**src/rtl/seq_detect_scheduler.sv**
```systemverilog
// Round-robin scheduler sharing one serial Mealy sequence detector among NREQ requesters.
// Build option: define SEQ_SCHED_NOOVERLAP_EN for non-overlapping pattern detection.
module seq_detect_scheduler #(
  parameter int unsigned      NREQ    = 4,
  parameter int unsigned      WIDTH   = 16,
  parameter int unsigned      PLEN    = 4,
  parameter logic [PLEN-1:0]  PATTERN = 4'b1011,
  localparam int unsigned     IDW     = $clog2(NREQ),
  localparam int unsigned     CNTW    = $clog2(WIDTH + 1)
) (
  input  logic                  clk,
  input  logic                  rst,
  input  logic [NREQ-1:0]       req,
  input  logic [NREQ*WIDTH-1:0] data_i,
  output logic [NREQ-1:0]       gnt,
  output logic                  busy,
  output logic                  bit_o,
  output logic                  bit_valid,
  output logic                  match_o,
  output logic                  done,
  output logic [IDW-1:0]        done_id,
  output logic [CNTW-1:0]       match_cnt
);

  typedef enum logic [1:0] {StIdle, StGrant, StShift, StDone} state_e;

  state_e            state_q, state_d;
  logic [IDW-1:0]    rr_q, rr_d;
  logic [IDW-1:0]    win_q, win_d;
  logic [WIDTH-1:0]  shift_q, shift_d;
  logic [PLEN-2:0]   hist_q, hist_d;
  logic [CNTW-1:0]   idx_q, idx_d;
  logic [CNTW-1:0]   cnt_q, cnt_d;
  logic [IDW-1:0]    done_id_q, done_id_d;
  logic [CNTW-1:0]   match_cnt_q, match_cnt_d;

  logic              in_shift;
  logic [PLEN-1:0]   hist_cat;
  logic [PLEN-2:0]   hist_next;
  logic [IDW-1:0]    cand;
  logic [IDW-1:0]    pick;
  logic              found;

  assign in_shift = (state_q == StShift);
  assign bit_o    = in_shift & shift_q[0];
  assign hist_cat = {hist_q, bit_o};
  assign match_o  = in_shift & (hist_cat == PATTERN);

`ifdef SEQ_SCHED_NOOVERLAP_EN
  // A matched bit is consumed so it cannot start the next match.
  assign hist_next = match_o ? '0 : hist_cat[PLEN-2:0];
`else
  assign hist_next = hist_cat[PLEN-2:0];
`endif

  // First set request at or above rr_q, wrapping around.
  always_comb begin
    cand  = rr_q;
    pick  = rr_q;
    found = 1'b0;
    for (int i = 0; i < int'(NREQ); i++) begin
      cand = IDW'((int'(rr_q) + i) % int'(NREQ));
      if (!found && req[cand]) begin
        found = 1'b1;
        pick  = cand;
      end
    end
  end

  always_comb begin
    state_d     = state_q;
    rr_d        = rr_q;
    win_d       = win_q;
    shift_d     = shift_q;
    hist_d      = hist_q;
    idx_d       = idx_q;
    cnt_d       = cnt_q;
    done_id_d   = done_id_q;
    match_cnt_d = match_cnt_q;
    gnt         = '0;
    busy        = 1'b0;
    bit_valid   = 1'b0;
    done        = 1'b0;

    unique case (state_q)
      StIdle: begin
        if (found) begin
          win_d   = pick;
          state_d = StGrant;
        end
      end
      StGrant: begin
        gnt[win_q] = 1'b1;
        busy       = 1'b1;
        shift_d    = data_i[win_q*WIDTH +: WIDTH];
        hist_d     = '0;
        cnt_d      = '0;
        idx_d      = '0;
        state_d    = StShift;
      end
      StShift: begin
        busy      = 1'b1;
        bit_valid = 1'b1;
        shift_d   = shift_q >> 1;
        hist_d    = hist_next;
        cnt_d     = cnt_q + CNTW'(match_o);
        idx_d     = idx_q + 1'b1;
        if (idx_q == CNTW'(WIDTH - 1)) begin
          // Result registers load here so they are valid during the done cycle.
          done_id_d   = win_q;
          match_cnt_d = cnt_d;
          state_d     = StDone;
        end
      end
      StDone: begin
        busy    = 1'b1;
        done    = 1'b1;
        rr_d    = IDW'((int'(win_q) + 1) % int'(NREQ));
        state_d = StIdle;
      end
      default: state_d = StIdle;
    endcase
  end

  always_ff @(posedge clk or posedge rst) begin
    if (rst) begin
      state_q     <= StIdle;
      rr_q        <= '0;
      win_q       <= '0;
      shift_q     <= '0;
      hist_q      <= '0;
      idx_q       <= '0;
      cnt_q       <= '0;
      done_id_q   <= '0;
      match_cnt_q <= '0;
    end else begin
      state_q     <= state_d;
      rr_q        <= rr_d;
      win_q       <= win_d;
      shift_q     <= shift_d;
      hist_q      <= hist_d;
      idx_q       <= idx_d;
      cnt_q       <= cnt_d;
      done_id_q   <= done_id_d;
      match_cnt_q <= match_cnt_d;
    end
  end

  assign done_id   = done_id_q;
  assign match_cnt = match_cnt_q;

endmodule

```
**config.mk**
```make
export PLATFORM = sky130hd
export DESIGN_NAME = seq_detect_scheduler
export DESIGN_NICKNAME = d
export VERILOG_FILES = /design/src/rtl/seq_detect_scheduler.sv
export SDC_FILE = /design/constraint.sdc
export NUM_CORES = 1
export LEC_CHECK = 0
export CAP_MARGIN = 40
export CORE_ASPECT_RATIO = 0.9
export CORE_MARGIN = 4
export CORE_UTILIZATION = 50
export CTS_CLUSTER_SIZE = 12
export DETAILED_ROUTE_END_ITERATION = 8
export PLACE_DENSITY = 0.92
export SETUP_SLACK_MARGIN = 0.02
export SLEW_MARGIN = 0
export SYNTH_ARGS = -nofsm -noshare
export SYNTH_HDL_FRONTEND = slang
export SYNTH_SLANG_ARGS = --single-unit
```
**constraint.sdc**
```tcl
create_clock -name clk -period 6.31 [get_ports clk]
set_input_delay 0.9465 -clock clk [delete_from_list [all_inputs] [get_ports clk]]
set_output_delay 0.9465 -clock clk [all_outputs]
set_load 0.01 [all_outputs]
```
### Word level (Yosys, flattened, before mapping)

Index checks and enable logic that the tools add are counted.

* register bits after elaboration: 42
* input port bits: 70
* output and inout port bits: 16

* add/subtract/negate cells: 6
* order comparisons: 6
* equal/unequal tests: 7
* shift-type cells: 1
* multiplexer cells: 28
* bitwise logic cells: 2
* reduce and logical (&&, ||, !) cells: 13

Operators with widths (number)
* $shiftx 64x7->16: 1
* $pmux 16 s2: 1
* $pmux 5 s2: 2
* $lt 2x3->1 const B: 5
* $mux 1: 12
* $mux 2: 5
* $bmux 1 s2: 4
* $pmux 2 s4: 1
* $pmux 3 s2: 1
* $reduce_and 2->1: 3
* $add 5x1->5: 1
* $add 5x1->5 const B: 1
* $eq 5x4->1 const B: 1
* $add 2x1->2 const B: 2
* $add 2x2->2 const B: 2
* $eq 2x2->1 const B: 2
* $eq 4x4->1 const B: 1
* $logic_and 1x1->1: 4
* $mux 4: 1
* $logic_not 1->1: 3
* $reduce_or 3->1: 1
* $and 1x1->1: 2
* $demux 1 s2: 1
* $eq 2x1->1 const B: 1
* other kinds (5): 5

### Depth between registers and ports, before layout

* word-level depth: 14
* depth in mapped cells: 10
* gate-level depth less buffers: 9

### Least setup slack after synthesis

OpenSTA, ideal clock, no wires.

* path type: register -> register
* start: reg state_q[0]
* end: reg cnt_q[4]
* library setup time: 83 ps
* arrival: 2265 ps
* required time: 6227 ps
* setup slack: 3963 ps
* stages on the path, launching flop included: 11
* path buffers: 1
* path through: dfrtp_1 inv_1 ha_1 buf_2 and2_1 and4_1 ha_1 ha_1 nand3_1 or3_1 o21ai_0

* longest elaborated chain between the ends: 6
* elaborated cells on any way between the ends: 8
* those cells by class: add/sub: 1; eq/ne: 3; mux: 1; bitwise: 2; reduce/logical: 1

RTL lines
* start: declaration: RTL line 27 `state_e state_q, state_d;`
* start signal: assignment: RTL line 127 `state_q <= StIdle;`
* start signal: assignment: RTL line 137 `state_q <= state_d;`
* $eq 2x2->1: RTL line 44 `assign in_shift = (state_q == StShift);`
* $and 1x1->1: RTL line 45 `assign bit_o = in_shift & shift_q[0];`
* named net bit_o: RTL line 17 `output logic bit_o,`
* $eq 4x4->1: RTL line 47 `assign match_o = in_shift & (hist_cat == PATTERN);`
* $and 1x1->1: RTL line 47
* named net match_o: RTL line 19 `output logic match_o,`
* $add 5x1->5: RTL line 106 `cnt_d = cnt_q + CNTW'(match_o);`
* $pmux 5 s2: RTL line 85 `unique case (state_q)`
* end signal: assignment: RTL line 143 `cnt_q <= cnt_d;`
* end: declaration: RTL line 33 `logic [CNTW-1:0] cnt_q, cnt_d;`

The timed path passes the listed nets, and every way through them passes these cells.
A chain may end at the register's enable or synchronous reset.

### Worst setup path in the final report

* start: reg win_q[1]
* end: out gnt[1]

* longest elaborated chain between the ends: 5
* elaborated cells on any way between the ends: 6
* those cells by class: order compare: 2; mux: 3; reduce/logical: 1

RTL lines
* start: declaration: RTL line 29 `logic [IDW-1:0] win_q, win_d;`
* start signal: assignment: RTL line 139 `win_q <= win_d;`
* $lt 2x3->1 (not written as such) or $ge 2x1->1 (tied branches): RTL line 93 `gnt[win_q] = 1'b1;`
* $logic_and 1x1->1 (not written as such): RTL line 93
* $mux 1 (not written as such): RTL line 93
* $demux 1 s2 (*): RTL line 93
* $mux 4 (*): RTL line 85
* end: declaration: RTL line 15 `output logic [NREQ-1:0] gnt,`

Every way passes the cells marked *; elsewhere a longest branch is shown, timed or not.

==> out/qor.yml <==
synthesis:
  ys_warn_count: 0
  synth-seq-cells: 42
  syn_nets: 333
  syn_avg_cell_area_sq_um: 10.2
  seq_area_frac_synth_pct: 41.1
  syn_inst: 250
  ys.flop_type: "dfrtp_1"
  synth_cell_types: 37
  syn_area_sq_um: 2560
  async_flop_share_pct: 100
  synth-edff-count: 0
timing:
  tightest_slew_ns: 0.748
  finalWorstSetupSlack_ns: 3.22
  slew_viol_final: 0
  fin_crit_ns: 3.09
  final-setup-viol-count: 0
  hold_viol: 0
  final.setup.tns_ns: 0
  relSlewSlack_pct: 50.1
  finalClockSkew_ns: 0.00474
  grt_setup_unrepaired: "no"
  clock.fmax_ghz: 0.323
  min_period_over_period_pct: 49.0
job:
  max_cap_viol_count: 0
critical_path:
  cp_num_buf_inv: 2
  worst-path-max-fanout: 20
  cp_slowest_cell: "dfrtp_1"
  crit_type: "reg2out"
  endpoint_kind: "primary output"
  worstSetupStartpoint: "win_q[1]$_DFFE_PP0P_"
  critPathTopFamily: "flip-flops"
  start_kind: "flop"
  reg2reg_from: "state_q[0]$_DFFE_PP0P_"
  path_cells: "inv_1 -> ha_1 -> and2_1 -> clkdlybuf4s50_1"
  cpPeakStageDelay_ns: 0.83
  cp_data_required_time_ns: 5.36
  critPathArrivalTime_ns: 2.15
finish:
  area_growth_pct: 39.0
  nNetsFinal: 413
  layout_commonest_cell: "clkdlybuf4s50_1"
  final_cell_mix: "85 x clkdlybuf4s50_1, 42 x dfrtp_1, 40 x nand2_1"
  n_fill_cell: 345
  drive_gt1_share_pct: 7.85
  diodes: 0
clock_tree:
  cts_made_buffers: 5
  cts_sinks: 42
  htree_num_levels: 2
  cts_tree: "yes"
  cts_resized: 0
  clkTransAtPathRegs_ns: 0.07
  clk_path_buf_depth: 2
  cts_root_buffer: "clkbuf_8"
  clk_latency_ns: 0.29
  cts_hold_buffers: 0
  cts_post_setup_buffers_inserted: 0
pwr:
  ir_worst_vdd_mv: 0.236
  p_seq_share_pct: 32.5
  netSwitchingFraction_pct: 38.9
  netSwitchingPower_uw: 521
  clkPwrFrac_pct: 15.2
  power_frac_comb_pct: 52.2
  p_per_area_nw_per_um2: 377
  p_int_uw: 818
  leakage_uw: 0.00149
hold_path:
  hp-start: "match_cnt[3]$_DFFE_PP0P_"
  hp-class: "reg2reg"
global_route:
  grt_usage_pct: 18.5
  antenna_found_initial: 0
  grt_overflow_total: 0
  grt_max_degree: 56
  grt_pass1_wl_um: 9360
  grt_pass1_vias: 2137
routing:
  ant_nets: 0
  top_layer: "met4"
  vias_per_cell: 5.44
  met3WireLength_um: 375
  drc: 0
  dr.pass1.iters: 4
  vias: 2156
  first_iter_violations: 103
  route.met2.wl_um: 2950
  wl_met1_um: 2270
  wire_per_inst_um: 14.3
  drt_wl_total_um: 5650
run_status:
  status: "finished, final reports clean"
floorplan:
  io_pins: 86
  start_util_pct: 52.2
  rows: 24
  die-area_sq_um: 6320
  die_x_um: 83.4
  die_h_um: 75.8
  core-area_sq_um: 4890
placed_design:
  preCtsSetupSlack_ns: 3.55
  place_congestion: 0.813
  detailed_place_hpwl_um: 4380
  port_buffers: 85
==> worst min-delay path: cells and delay by family (launching register included) <==
kind / cells / cell delay, ns
AOI/OAI and AO/OA: 1 / 0.06
and+or+nand+nor: 1 / 0.04
DFF: 1 / 0.34
==> worst paths after layout <==
path | to | slack, ns | cells after the start
worst min-delay path | match_cnt[3]$_DFFE_PP0P_ | 0.48 | 2
min in group asynchronous | cnt_q[4]$_DFFE_PP0P_ | 1.08 | 3
max in group asynchronous | cnt_q[2]$_DFFE_PP0P_ | 4.88 | 3
worst min register to register | match_cnt[3]$_DFFE_PP0P_ | 0.48 | 2
worst max-delay path | gnt[1] | 3.22 | 4
worst max register to register | cnt_q[4]$_DFFE_PP0P_ | 4.09 | 9
==> logic make-up after synthesis <==
family / after synthesis / share of synthesized area, %
xor gates and xnor gates: 3 / 1.03
adders and majority gates: 13 / 6.36
buffers and inverters: 37 / 6.66
DFF: 42 / 41.1
AOI/OAI and AO/OA: 48 / 11.8
muxes: 23 / 18.1
and+or+nand+nor: 84 / 14.9
==> state kept, by name, summed over array words and instances (netlist names) <==
signal / count
cnt_q: 5
done_id: 2
hist_q: 3
idx_q: 5
match_cnt: 5
rr_q: 2
shift_q: 16
state_q: 2
win_q: 2
==> power by group through the flow <==
stage	Sequential, uW	Combinational, uW	Clock [uW]
2_1_floorplan	403	558	0
3_3_place_gp	454	639	0
3_5_place_dp	437	709	0
4_1_cts	434	709	210
5_1_grt	447	791	224
6_report	436	699	204
==> synth_stat cells, types with 2 or more instances <==
cell	number	area share, %
ha_1	13	6.4
o21ai_0	13	2.5
o41ai_1	2	0.69
nand2_1	40	5.9
and2_1	5	1.2
buf_2	6	1.2
mux2_2	5	2.2
xnor2_1	3	1.0
mux4_2	9	7.9
dfrtp_1	42	41
a31oi_1	15	3.7
nand3_1	7	1.4
mux2i_1	2	0.78
o22ai_1	5	1.2
a21oi_1	4	0.78
mux4_1	7	7.2
nand2b_1	4	0.98
clkbuf_1	8	1.2
nor2b_1	5	1.2
nor2_1	16	2.3
inv_1	21	3.1
o2bb2ai_1	3	1.0
==> through the flow <==
step | instances | hold slack (ns) | power [uW] | instance area, sq um | utilization, %
2_1_floorplan | 250 | 0.487 | 961 | 2560 | -
3_3_place_gp | 387 | 0.460 | 1090 | 3420 | 69.9
3_5_place_dp | 388 | 0.471 | 1150 | 3450 | 70.4
4_1_cts | 396 | 0.487 | 1350 | 3550 | 72.6
5_1_grt | 396 | 0.508 | 1460 | 3550 | 72.6
6_report | 396 | 0.481 | 1340 | 3550 | 72.6
==> routing by layer <==
layer / track usage [%] / vias up
met2: 33.9 / 71
met3: 5.95 / 4
met5: 0 / -
met1: 21.7 / 1039
met4: 4.36 / 0
li1: - / 1042
==> layout make-up <==
type / instances / area [sq um] / share of cell area [%]
flip-flops and latches: 42 / 1050 / 29.6
clock buffers: 7 / 76.3 / 2.15
inverters: 21 / 78.8 / 2.22
clock inverters: 1 / 30.0 / 0.845
repair buffers: 89 / 901 / 25.4
multi-input cells: 171 / 1340 / 37.6
well taps: 65 / 81.3 / 2.29
Note: power is estimated with default switching activity, not from simulation.
